**src/rtl/player_controller.sv**
```systemverilog
// Dino run/jump/duck/dead controller with frame-rate jump physics.
// Optional build macro PLAYER_FAST_FALL_EN doubles gravity in AIR while button_down is held.
module player_controller #(
    parameter int JUMP_VEL    = 8,
    parameter int GRAVITY     = 1,
    parameter int DEAD_FRAMES = 30
) (
    input  logic       clk,
    input  logic       rst_n,
    input  logic       frame_tick,
    input  logic       button_start,
    input  logic       button_up,
    input  logic       button_down,
    input  logic       crash,
    output logic [7:0] player_height,
    output logic       jumping,
    output logic       ducking,
    output logic       game_frozen,
    output logic       jump_pulse,
    output logic [2:0] o_dbg_state
);

    typedef enum logic [2:0] {
        S_IDLE = 3'd0,
        S_RUN  = 3'd1,
        S_AIR  = 3'd2,
        S_DUCK = 3'd3,
        S_DEAD = 3'd4
    } state_t;

    localparam logic [7:0]        LAUNCH_H   = 8'(JUMP_VEL);
    localparam logic signed [7:0] LAUNCH_VEL = 8'(JUMP_VEL - GRAVITY);
    localparam logic signed [7:0] GRAV       = 8'(GRAVITY);
    localparam logic [7:0]        DEAD_MAX   = 8'(DEAD_FRAMES);

    state_t             r_state;
    logic [7:0]         r_height;
    logic signed [7:0]  r_vel;
    logic [7:0]         r_dead_cnt;
    logic               r_jumping;
    logic               r_ducking;
    logic               r_frozen;
    logic               r_jump_pulse;

    state_t             w_next_state;
    logic [7:0]         w_next_height;
    logic signed [7:0]  w_next_vel;
    logic [7:0]         w_next_cnt;
    logic               w_launch;
    logic signed [9:0]  w_sum;
    logic signed [7:0]  w_grav;
    logic [7:0]         w_cnt_inc;
    logic               w_crash_live;

    assign w_sum = $signed({2'b00, r_height}) + $signed({{2{r_vel[7]}}, r_vel});

`ifdef PLAYER_FAST_FALL_EN
    assign w_grav = button_down ? (GRAV <<< 1) : GRAV;
`else
    assign w_grav = GRAV;
`endif

    assign w_cnt_inc    = (r_dead_cnt >= DEAD_MAX) ? DEAD_MAX : r_dead_cnt + 8'd1;
    assign w_crash_live = crash && (r_state == S_RUN || r_state == S_AIR || r_state == S_DUCK);

    always_comb begin
        w_next_state  = r_state;
        w_next_height = r_height;
        w_next_vel    = r_vel;
        w_next_cnt    = r_dead_cnt;
        w_launch      = 1'b0;
        if (w_crash_live) begin
            // Height stays frozen at the crash point for the renderer.
            w_next_state = S_DEAD;
            w_next_cnt   = 8'd0;
        end else if (frame_tick) begin
            case (r_state)
                S_IDLE: begin
                    if (button_start) begin
                        w_next_state  = S_RUN;
                        w_next_height = 8'd0;
                        w_next_vel    = 8'sd0;
                    end
                end
                S_RUN, S_DUCK: begin
                    if (button_up) begin
                        w_launch      = 1'b1;
                        w_next_state  = S_AIR;
                        w_next_height = LAUNCH_H;
                        w_next_vel    = LAUNCH_VEL;
                    end else if (button_down) begin
                        w_next_state = S_DUCK;
                    end else begin
                        w_next_state = S_RUN;
                    end
                end
                S_AIR: begin
                    if (w_sum <= 10'sd0) begin
                        w_next_height = 8'd0;
                        w_next_vel    = 8'sd0;
                        w_next_state  = button_down ? S_DUCK : S_RUN;
                    end else begin
                        w_next_height = (w_sum > 10'sd255) ? 8'hFF : w_sum[7:0];
                        w_next_vel    = r_vel - w_grav;
                    end
                end
                S_DEAD: begin
                    // The tick that brings the counter to DEAD_FRAMES is the first that may restart.
                    if (button_start && (w_cnt_inc == DEAD_MAX)) begin
                        w_next_state  = S_RUN;
                        w_next_height = 8'd0;
                        w_next_vel    = 8'sd0;
                        w_next_cnt    = 8'd0;
                    end else begin
                        w_next_cnt = w_cnt_inc;
                    end
                end
                default: w_next_state = S_IDLE;
            endcase
        end
    end

    always_ff @(posedge clk or negedge rst_n) begin
        if (!rst_n) begin
            r_state      <= S_IDLE;
            r_height     <= 8'd0;
            r_vel        <= 8'sd0;
            r_dead_cnt   <= 8'd0;
            r_jumping    <= 1'b0;
            r_ducking    <= 1'b0;
            r_frozen     <= 1'b1;
            r_jump_pulse <= 1'b0;
        end else begin
            r_state      <= w_next_state;
            r_height     <= w_next_height;
            r_vel        <= w_next_vel;
            r_dead_cnt   <= w_next_cnt;
            r_jumping    <= (w_next_state == S_AIR);
            r_ducking    <= (w_next_state == S_DUCK);
            r_frozen     <= (w_next_state == S_IDLE) || (w_next_state == S_DEAD);
            r_jump_pulse <= w_launch;
        end
    end

    assign player_height = r_height;
    assign jumping       = r_jumping;
    assign ducking       = r_ducking;
    assign game_frozen   = r_frozen;
    assign jump_pulse    = r_jump_pulse;
    assign o_dbg_state   = r_state;

endmodule
```
**config.mk**
```make
export PLATFORM = sky130hd
export DESIGN_NAME = player_controller
export DESIGN_NICKNAME = d
export VERILOG_FILES = /design/src/rtl/player_controller.sv
export SDC_FILE = /design/constraint.sdc
export NUM_CORES = 1
export LEC_CHECK = 0
export CAP_MARGIN = 40
export CORE_ASPECT_RATIO = 1.25
export CORE_MARGIN = 5
export CORE_UTILIZATION = 55
export CTS_CLUSTER_SIZE = 25
export DETAILED_ROUTE_END_ITERATION = 16
export GPL_TIMING_DRIVEN = 1
export HOLD_SLACK_MARGIN = 0.05
export PLACE_DENSITY = 0.78
export SLEW_MARGIN = 20
export SYNTH_ARGS = -nofsm -noshare
export SYNTH_HDL_FRONTEND = slang
export SYNTH_SLANG_ARGS = --single-unit
```
**constraint.sdc**
```tcl
create_clock -name clk -period 3.55 [get_ports clk]
set_input_delay 0.5325 -clock clk [delete_from_list [all_inputs] [get_ports clk]]
set_output_delay 0.5325 -clock clk [all_outputs]
set_load 0.05 [all_outputs]
```
-- Word level (Yosys, flattened, before mapping)
Index checks and enable logic that the tools add are counted.
- ROM bits: 0
- RAM bits: 0
- word-level logic and storage cells: 65
- latch bits: 0
- bits in registers: 31
- bits of input ports: 7
- memories: 0
- output and inout port bits: 15
- multiplexer cells: 26
- reduce and logical (&&, ||, !) cells: 13
- multipliers: 0
- bitwise operators: 1
- shift operators: 0
- add/sub/neg operators: 3
- eq/ne operators: 11
- divide/modulo/power cells: 0
- order comparisons: 3
- operators with widths (operator ; count):
    two-way mux 8 bit ; 12
    one-hot mux 8 bit (4 select lines) ; 2
    two-way mux 3 bit ; 5
    == test 3 x 2 -> 1 bit, second input constant ; 4
    one-hot mux 3 bit (4 select lines) ; 1
    adder 9 x 8 -> 10 bit ; 1
    greater-than comparator 10 x 9 -> 1 bit, second input constant ; 1
    less-or-equal comparator 10 x 1 -> 1 bit, second input constant ; 1
    adder 8 x 1 -> 8 bit, second input constant ; 1
    == test 8 x 5 -> 1 bit, second input constant ; 1
    greater-or-equal comparator 8 x 5 -> 1 bit, second input constant ; 1
    subtractor 8 x 2 -> 8 bit, second input constant ; 1
    == test 3 bit, second input constant ; 2
    logical NOT 3 bit ; 2
    != test 2 bit, second input constant ; 3
    AND reduction 6 bit ; 1
    two-way mux 1 bit ; 4
    two-way mux 2 bit ; 2
    nonzero test 2 bit ; 2
    nonzero test 4 bit ; 1
    == test 3 x 1 -> 1 bit, second input constant ; 1
    logical OR 1 bit ; 3
    logical AND 1 bit ; 2
    AND reduction 2 bit ; 1
    2 further kinds ; 2

-- Longest topological paths before layout
Gate-level depths: netlist of the first run.
- depth after elaboration: 10
- depth in mapped cells: 12
- depth with buffers taken out: 11

-- Least setup slack after synthesis of the first run
No wires, ideal clock.
- path kind: flip-flop to flip-flop
- start point: reg r_height[0], in the netlist player_height[0]
- end point: reg r_jumping, in the netlist jumping
- path slack: 0.491 ns
- arrival time: 2.958 ns
- path buffers: 1
- required time: 3.450 ns
- library setup time: 0.100 ns
- stages on the path, launching flop included: 13
- period minus slack after synthesis: 3.059 ns
- path through: dfrtp_1 ha_1 inv_1 fa_1 nand2b_1 a21oi_1 o31ai_1 or3_1 o21ai_1 buf_4 nor2_1 a31o_2 nor4bb_1
- word-level cells in the longest chain between the ends: 7
- RTL lines (element ; line ; RTL):
    start: declaration ; 37 ; logic [7:0] r_height;
    start signal: assignment ; 135 ; r_height <= w_next_height;
    adder 9 x 8 -> 10 bit ; 55 ; assign w_sum = $signed({2'b00, r_height}) + $signed({{2{r_vel[7]}}, r_vel});
    less-or-equal comparator 10 x 1 -> 1 bit ; 98 ; if (w_sum <= 10'sd0) begin
    two-way mux 3 bit ; 98 ;
    one-hot mux 3 bit (4 select lines) ; 77 ; case (r_state)
    two-way mux 3 bit ; 76 ; end else if (frame_tick) begin
    two-way mux 3 bit ; 72 ; if (w_crash_live) begin
    named net w_next_state[0] ; 45 ; state_t w_next_state;
    == test 3 x 2 -> 1 bit ; 138 ; r_jumping <= (w_next_state == S_AIR);
    end signal: assignment ; 138 ;
    end: declaration ; 40 ; logic r_jumping;
The timed path passes the listed nets, and every way through them passes these cells.
A chain may end at the register's enable or synchronous reset.

-- Worst setup path after layout of the first run
- start point: reg r_vel[0]
- end point: reg r_jumping, in the netlist jumping
- word-level cells in the longest chain between the ends: 7
- RTL lines (element ; line ; RTL):
    start: declaration ; 38 ; logic signed [7:0] r_vel;
    start signal: assignment ; 136 ; r_vel <= w_next_vel;
    adder 9 x 8 -> 10 bit ; 55 ;
    less-or-equal comparator 10 x 1 -> 1 bit ; 98 ;
    two-way mux 3 bit ; 98 ;
    one-hot mux 3 bit (4 select lines) ; 77 ;
    two-way mux 3 bit ; 76 ;
    two-way mux 3 bit ; 72 ;
    named net w_next_state[0] ; 45 ;
    == test 3 x 2 -> 1 bit ; 138 ;
The timed path passes the listed nets, and every way through them passes these cells.

==> qor.csv, run 1 <==
metric;value;unit
status;complete, no violations;
routed_via_density;6.020;
drv_slew;0;
synth_nets;255;
setup_violations;0;
drtPass1Iterations;4;
syn_inst;235;
clk_path_buf_depth;2;
clock-sinks;31;
clk_pin_slew;0.07;ns
io_pins;22;
fin_skew;0.003452;ns
fillers;302;
numPortBuffers;21;
cts_setup_buffers;0;
rsz0062_at_grt;no;
synthFlopType;dfrtp_1;
grt_pass1_vias;1823;
cts_resized;0;
layout_min_cycle_time;3.177;ns
worst_slew_pin_slew;0.5807;ns
ys_ff_latch;31;
clk_latency;0.29;ns
numCtsBuffers;5;
vias;1812;
critPathBufInv;1;
worst_hold_path.endpoint;r_dead_cnt[5];
postCtsHoldBufs;0;
peakVddDrop;0.3361;mV
drt_iter0_drc;159;
drt-total-wl;4725;um
cts_tree;built;
rr_endpoint;jumping;
r2r_slack;0.37;ns
synth_edf_count;0;
initial_core_util;57.63;%
cpMaxStageDelayCell;dfrtp_1;
cp_max_fo;6;
diodes;0;
cts_root_buf;clkbuf_8;
min_path_cells;1;
htreeDepth;2;
gp_congestion;0.9341;
reg2reg_depth;11;
cp_data_required_time;3.73;ns
startpoint_type;flop;
fp.dieH;78.13;um
postLayoutCoreUtil;68.36;%
p_leak;1.086;nW
critical-path-max-stage-delay;0.43;ns
crit_chain;ha_1 > inv_1 > fa_1 > nand2b_1 > a21oi_1 > o31ai_1 > or3_1 > o21ai_1 > nor2_1 > a31o_2 > nor4bb_1;
crit_type;reg2reg;
synth.avg_cell_area;8.689;sq um
hold_class;reg2reg;
die_x;64.50;um
antenna_found_initial;0;
cpLargestDelayFamily;compound AO/OA/AOI/OAI gates;
synth_cell_types;47;
grt_max_degree;32;
fin_cells;301;
maxCapViolations;0;
ys_async_sr_fraction;100.0;%
place_area;2305;sq um
hold_viol_final;0;
slew_headroom;60.99;%
fin_area;2422;sq um
yosys_warnings;0;
regToRegStartpoint;r_vel[0];
hold_start;r_dead_cnt[5];
crit_arrival;3.35;ns
powerDensity;780.8;nW/um^2
ys_seq_area_share;38.05;%
grt_pass1_wl;8562;um
rows;24;
finalSetupTns;0;ns
finalCritPeriodShare;89.48;%
dp_hpwl;3431;um
wl_per_cell;15.70;um
drc;0;
dp.cells;293;
drive_gt1_share;7.634;%
die_area;5039;sq um
grtUsageTotal;21.42;%
max_freq;314.8;MHz
synth_area;2042;sq um
cp-end-kind;flop;
coreArea;3543;sq um
overflow;0;
nets;281;
syn_to_final_growth;18.63;%
ant_nets;0;
[cell usage after synthesis (all sizes together) (2+ instances only)]
cell,n,area (sq um)
or3,4,25.02
o21ai,16,83.83
nor4,2,12.51
o21bai,4,30.03
nand3,6,30.03
and2,4,25.03
nand2,20,75.07
o2111ai,3,26.28
nor2,27,101.4
clkbuf,5,18.77
a2111oi,2,17.52
o211ai,2,15.01
nor3,5,25.02
o31ai,13,97.59
ha,12,150.1
a22o,2,17.52
xor2,3,26.28
nor2b,7,43.79
a31oi,2,18.77
nand4b,2,17.52
a41oi,2,32.53
xnor2,5,43.79
and3,4,25.02
or2,2,12.51
dfrtp,30,750.7
nand2b,3,18.77
a21o,2,15.01
inv,16,60.06
a21oi,16,80.08
[sequential cells by signal, indices dropped and copies added, names as in the netlist]
signal         cells
o_dbg_state        3
ducking            1
r_dead_cnt         8
game_frozen        1
r_vel              8
jumping            1
jump_pulse         1
player_height      8
[layout make-up]
type                       count  area, sq um  share of cell area, %
inverter                      16        60.06                  2.479
timing repair buffer          25        240.2                  9.917
multi-input combinational    182         1179                  48.66
clock buffer                   6        82.58                  3.409
sequential                    31        777.0                  32.08
clock inverter                 2        35.03                  1.446
tap                           39        48.80                  2.014
[logic make-up after synthesis]
family / share of synthesized area [%]
AND/OR/NAND/NOR: 21.38
AO/OA/AOI/OAI: 24.57
flip-flops: 38.05
buffers and inverters: 4.228
adder cells (fa/ha/maj): 8.333
XOR/XNOR: 3.432
[through the flow]
stage          power, W  worst slack [ns]  hold WS (ns)
4_1_cts        0.001892            0.3923        0.4928
3_5_place_dp   0.001512            0.3847        0.4766
6_report       0.001891            0.3734        0.4909
5_1_grt        0.002035           0.03259        0.5301
2_1_floorplan  0.001244            0.4914        0.2369
3_3_place_gp   0.001493            0.5655        0.4726
[how the worst max path moves through the flow]
stage                                 from        to  depth (start not counted)
final                             r_vel[0]   jumping                         11
after floorplan           player_height[0]   jumping                         12
after detailed placement          r_vel[0]   jumping                         11
after global routing              r_vel[0]   jumping                         11
after CTS                         r_vel[0]   jumping                         11
after global placement            r_vel[0]  r_vel[6]                         11
[metal layers]
layer	GRT usage, %	vias to the layer above	share of wire [%]
li1	-	897	-
met1	26.88	844	43
met2	33.78	54	48
met3	5.286	17	4.7
met4	11.63	0	3.4
met5	0	-	0
[layout by cell type (no fill, tap or decap), types with 2 or more instances in the layout]
cell,n
and2_1,3
a21o_1,2
a21oi_1,16
o21ai_0,13
nand4b_1,2
o211ai_1,2
o21ai_1,2
o2111ai_1,3
a41oi_2,2
xor2_1,3
clkbuf_8,6
or2_2,2
dfrtp_1,30
buf_4,4
nand2b_1,3
nor3_1,5
ha_1,12
nand2_1,20
o31ai_1,13
nor2_1,27
and3_1,4
nor4_1,2
or3_1,4
a2111oi_0,2
inv_1,16
xnor2_1,5
clkdlybuf4s50_1,21
nand3_1,6
nor2b_1,7
a22o_1,2
o21bai_1,4
[worst register-to-register path, stage by stage (launching register included)]
cell and delay [ns]:
dfrtp_1 0.43, ha_1 0.22, inv_1 0.06, fa_1 0.39
nand2b_1 0.18, a21oi_1 0.25, o31ai_1 0.13, or3_1 0.31
o21ai_1 0.38, nor2_1 0.17, a31o_2 0.26, nor4bb_1 0.30
[power by group]
| group | leakage (nW) | total [W] | switching (W) | internal (W) |
|---|---|---|---|---|
| sequential | 0.416 | 0.000564 | 0.000123 | 0.000442 |
| clock | 0.0612 | 0.000372 | 0.000145 | 0.000227 |
| combinational | 0.609 | 0.000956 | 0.000596 | 0.000360 |
Note: power is estimated with default switching activity, not from simulation.
==> run 2, diff against run 1 <==
--- a/config.mk
+++ b/config.mk
@@ -14,7 +14,6 @@
 export GPL_TIMING_DRIVEN = 1
 export HOLD_SLACK_MARGIN = 0.05
 export PLACE_DENSITY = 0.78
-export SLEW_MARGIN = 20
 export SYNTH_ARGS = -nofsm -noshare
 export SYNTH_HDL_FRONTEND = slang
 export SYNTH_SLANG_ARGS = --single-unit
==> results of run 2 <==
No change in the layout: final DEF, timing and power equal those of run 1.
==> run 3, diff against run 2 <==
--- a/config.mk
+++ b/config.mk
@@ -14,6 +14,7 @@
 export GPL_TIMING_DRIVEN = 1
 export HOLD_SLACK_MARGIN = 0.05
 export PLACE_DENSITY = 0.78
+export REMOVE_ABC_BUFFERS = 1
 export SYNTH_ARGS = -nofsm -noshare
 export SYNTH_HDL_FRONTEND = slang
 export SYNTH_SLANG_ARGS = --single-unit
==> qor.csv, run 3 (same netlist as run 1, synthesis figures left out) <==
metric;value;unit
drtPass1Iterations;4;
cp_data_required_time;3.76;ns
grtUsageTotal;19.87;%
antenna_found_initial;0;
p_leak;1.090;nW
rows;24;
crit_type;reg2reg;
use_met3;4.429;%
hold_viol_final;0;
final_common_cell;dfrtp_1;
layout_min_cycle_time;3.037;ns
peakVddDrop;0.4870;mV
startpoint_type;flop;
routed_via_density;5.944;
gp_congestion;0.9348;
maxCapViolations;0;
syn_to_final_growth;19.00;%
setup_violations;0;
numCtsBuffers;5;
cp-end-kind;flop;
overflow;0;
worst_slew_pin_slew;0.6965;ns
fin_skew;0.007449;ns
cp_max_fo;6;
clock-sinks;31;
cts_setup_buffers;0;
die_area;5039;sq um
clk_path_buf_depth;2;
r2r_slack;0.51;ns
grt_pass1_vias;1758;
max_freq;329.3;MHz
initial_core_util;57.63;%
crit_arrival;3.25;ns
drive_gt1_share;7.985;%
fillers;291;
vias;1795;
htreeDepth;2;
drt-total-wl;4587;um
numPortBuffers;21;
grt-busiest-layer;met2;
ant_nets;0;
whs;0.4858;ns
layout_common_cells;dfrtp_1, nor2_1, clkdlybuf4s50_1;
drc;0;
io_pins;22;
hold_class;reg2reg;
clk_pin_slew;0.06;ns
finalSetupTns;0;ns
nets;282;
cts_tree;built;
status;complete, no violations;
finalCritPeriodShare;85.54;%
postCtsHoldBufs;0;
drt_iter0_drc;81;
wl_per_cell;15.19;um
slew_headroom;53.42;%
grt_pass1_wl;8017;um
rsz0062_at_grt;no;
clk_latency;0.28;ns
cts_resized;0;
grt_max_degree;21;
die_x;64.50;um
grtUsageMet2;32.85;%
cts_root_buf;clkbuf_8;
powerDensity;768.5;nW/um^2
use_met1;25.36;%
coreArea;3543;sq um
fp.dieH;78.13;um
dp_hpwl;3488;um
drv_slew;0;
diodes;0;
-- run 3: through the flow --
stage	instances	utilization [%]	setup slack, ns	area (sq um)	total power [W]
finish	302	68.57	0.5133	2430	0.001867
global route	302	68.57	0.2504	2430	0.002017
CTS	302	68.57	0.5150	2430	0.001879
detailed placement	294	65.25	0.5378	2312	0.001509
global placement	294	65.25	0.6570	2312	0.001497
floorplan	229	-	0.07015	2016	0.001210
-- run 3: path summary, 6_finish.rpt --
check	depth (start not counted)	to	startpoint
worst max-delay path	11	r_vel[6]	r_vel[0]
worst min-delay path	1	r_dead_cnt[6]	r_dead_cnt[6]
worst max register to register	11	r_vel[6]	r_vel[0]
worst min register to register	1	r_dead_cnt[6]	r_dead_cnt[6]
max in group asynchronous	2	ducking	rst_n
min in group asynchronous	1	player_height[6]	rst_n
-- run 3: layout make-up --
type / instances / area (sq um) / share of cell area, %
Inverter: 16 / 60.06 / 2.472
Multi-Input combinational cell: 182 / 1179 / 48.51
Clock inverter: 2 / 35.03 / 1.442
Sequential cell: 31 / 777.0 / 31.98
Clock buffer: 6 / 82.58 / 3.399
Tap cell: 39 / 48.80 / 2.008
Timing Repair Buffer: 26 / 247.7 / 10.20
-- run 3: metal layers --
layer / vias to the layer above / part of all wire (%)
met2: 32 / 50
met5: - / 0
li1: 906 / -
met4: 0 / 2.4
met1: 845 / 44
met3: 12 / 3.4
-- run 3: critical path, cell delays in order (launching register included) --
cell	delay, ns
dfrtp_1	0.43
ha_1	0.22
inv_1	0.06
fa_1	0.39
nand2b_1	0.18
a21oi_1	0.24
o31ai_1	0.13
or3_1	0.32
o21ai_1	0.28
o21ai_2	0.12
or4_1	0.51
nand3_1	0.09
-- run 3: where the power goes --
part / total [W] / internal (W) / switching, W
clock: 0.000361 / 0.000227 / 0.000134
combinational: 0.000944 / 0.000362 / 0.000582
sequential: 0.000562 / 0.000442 / 0.000121
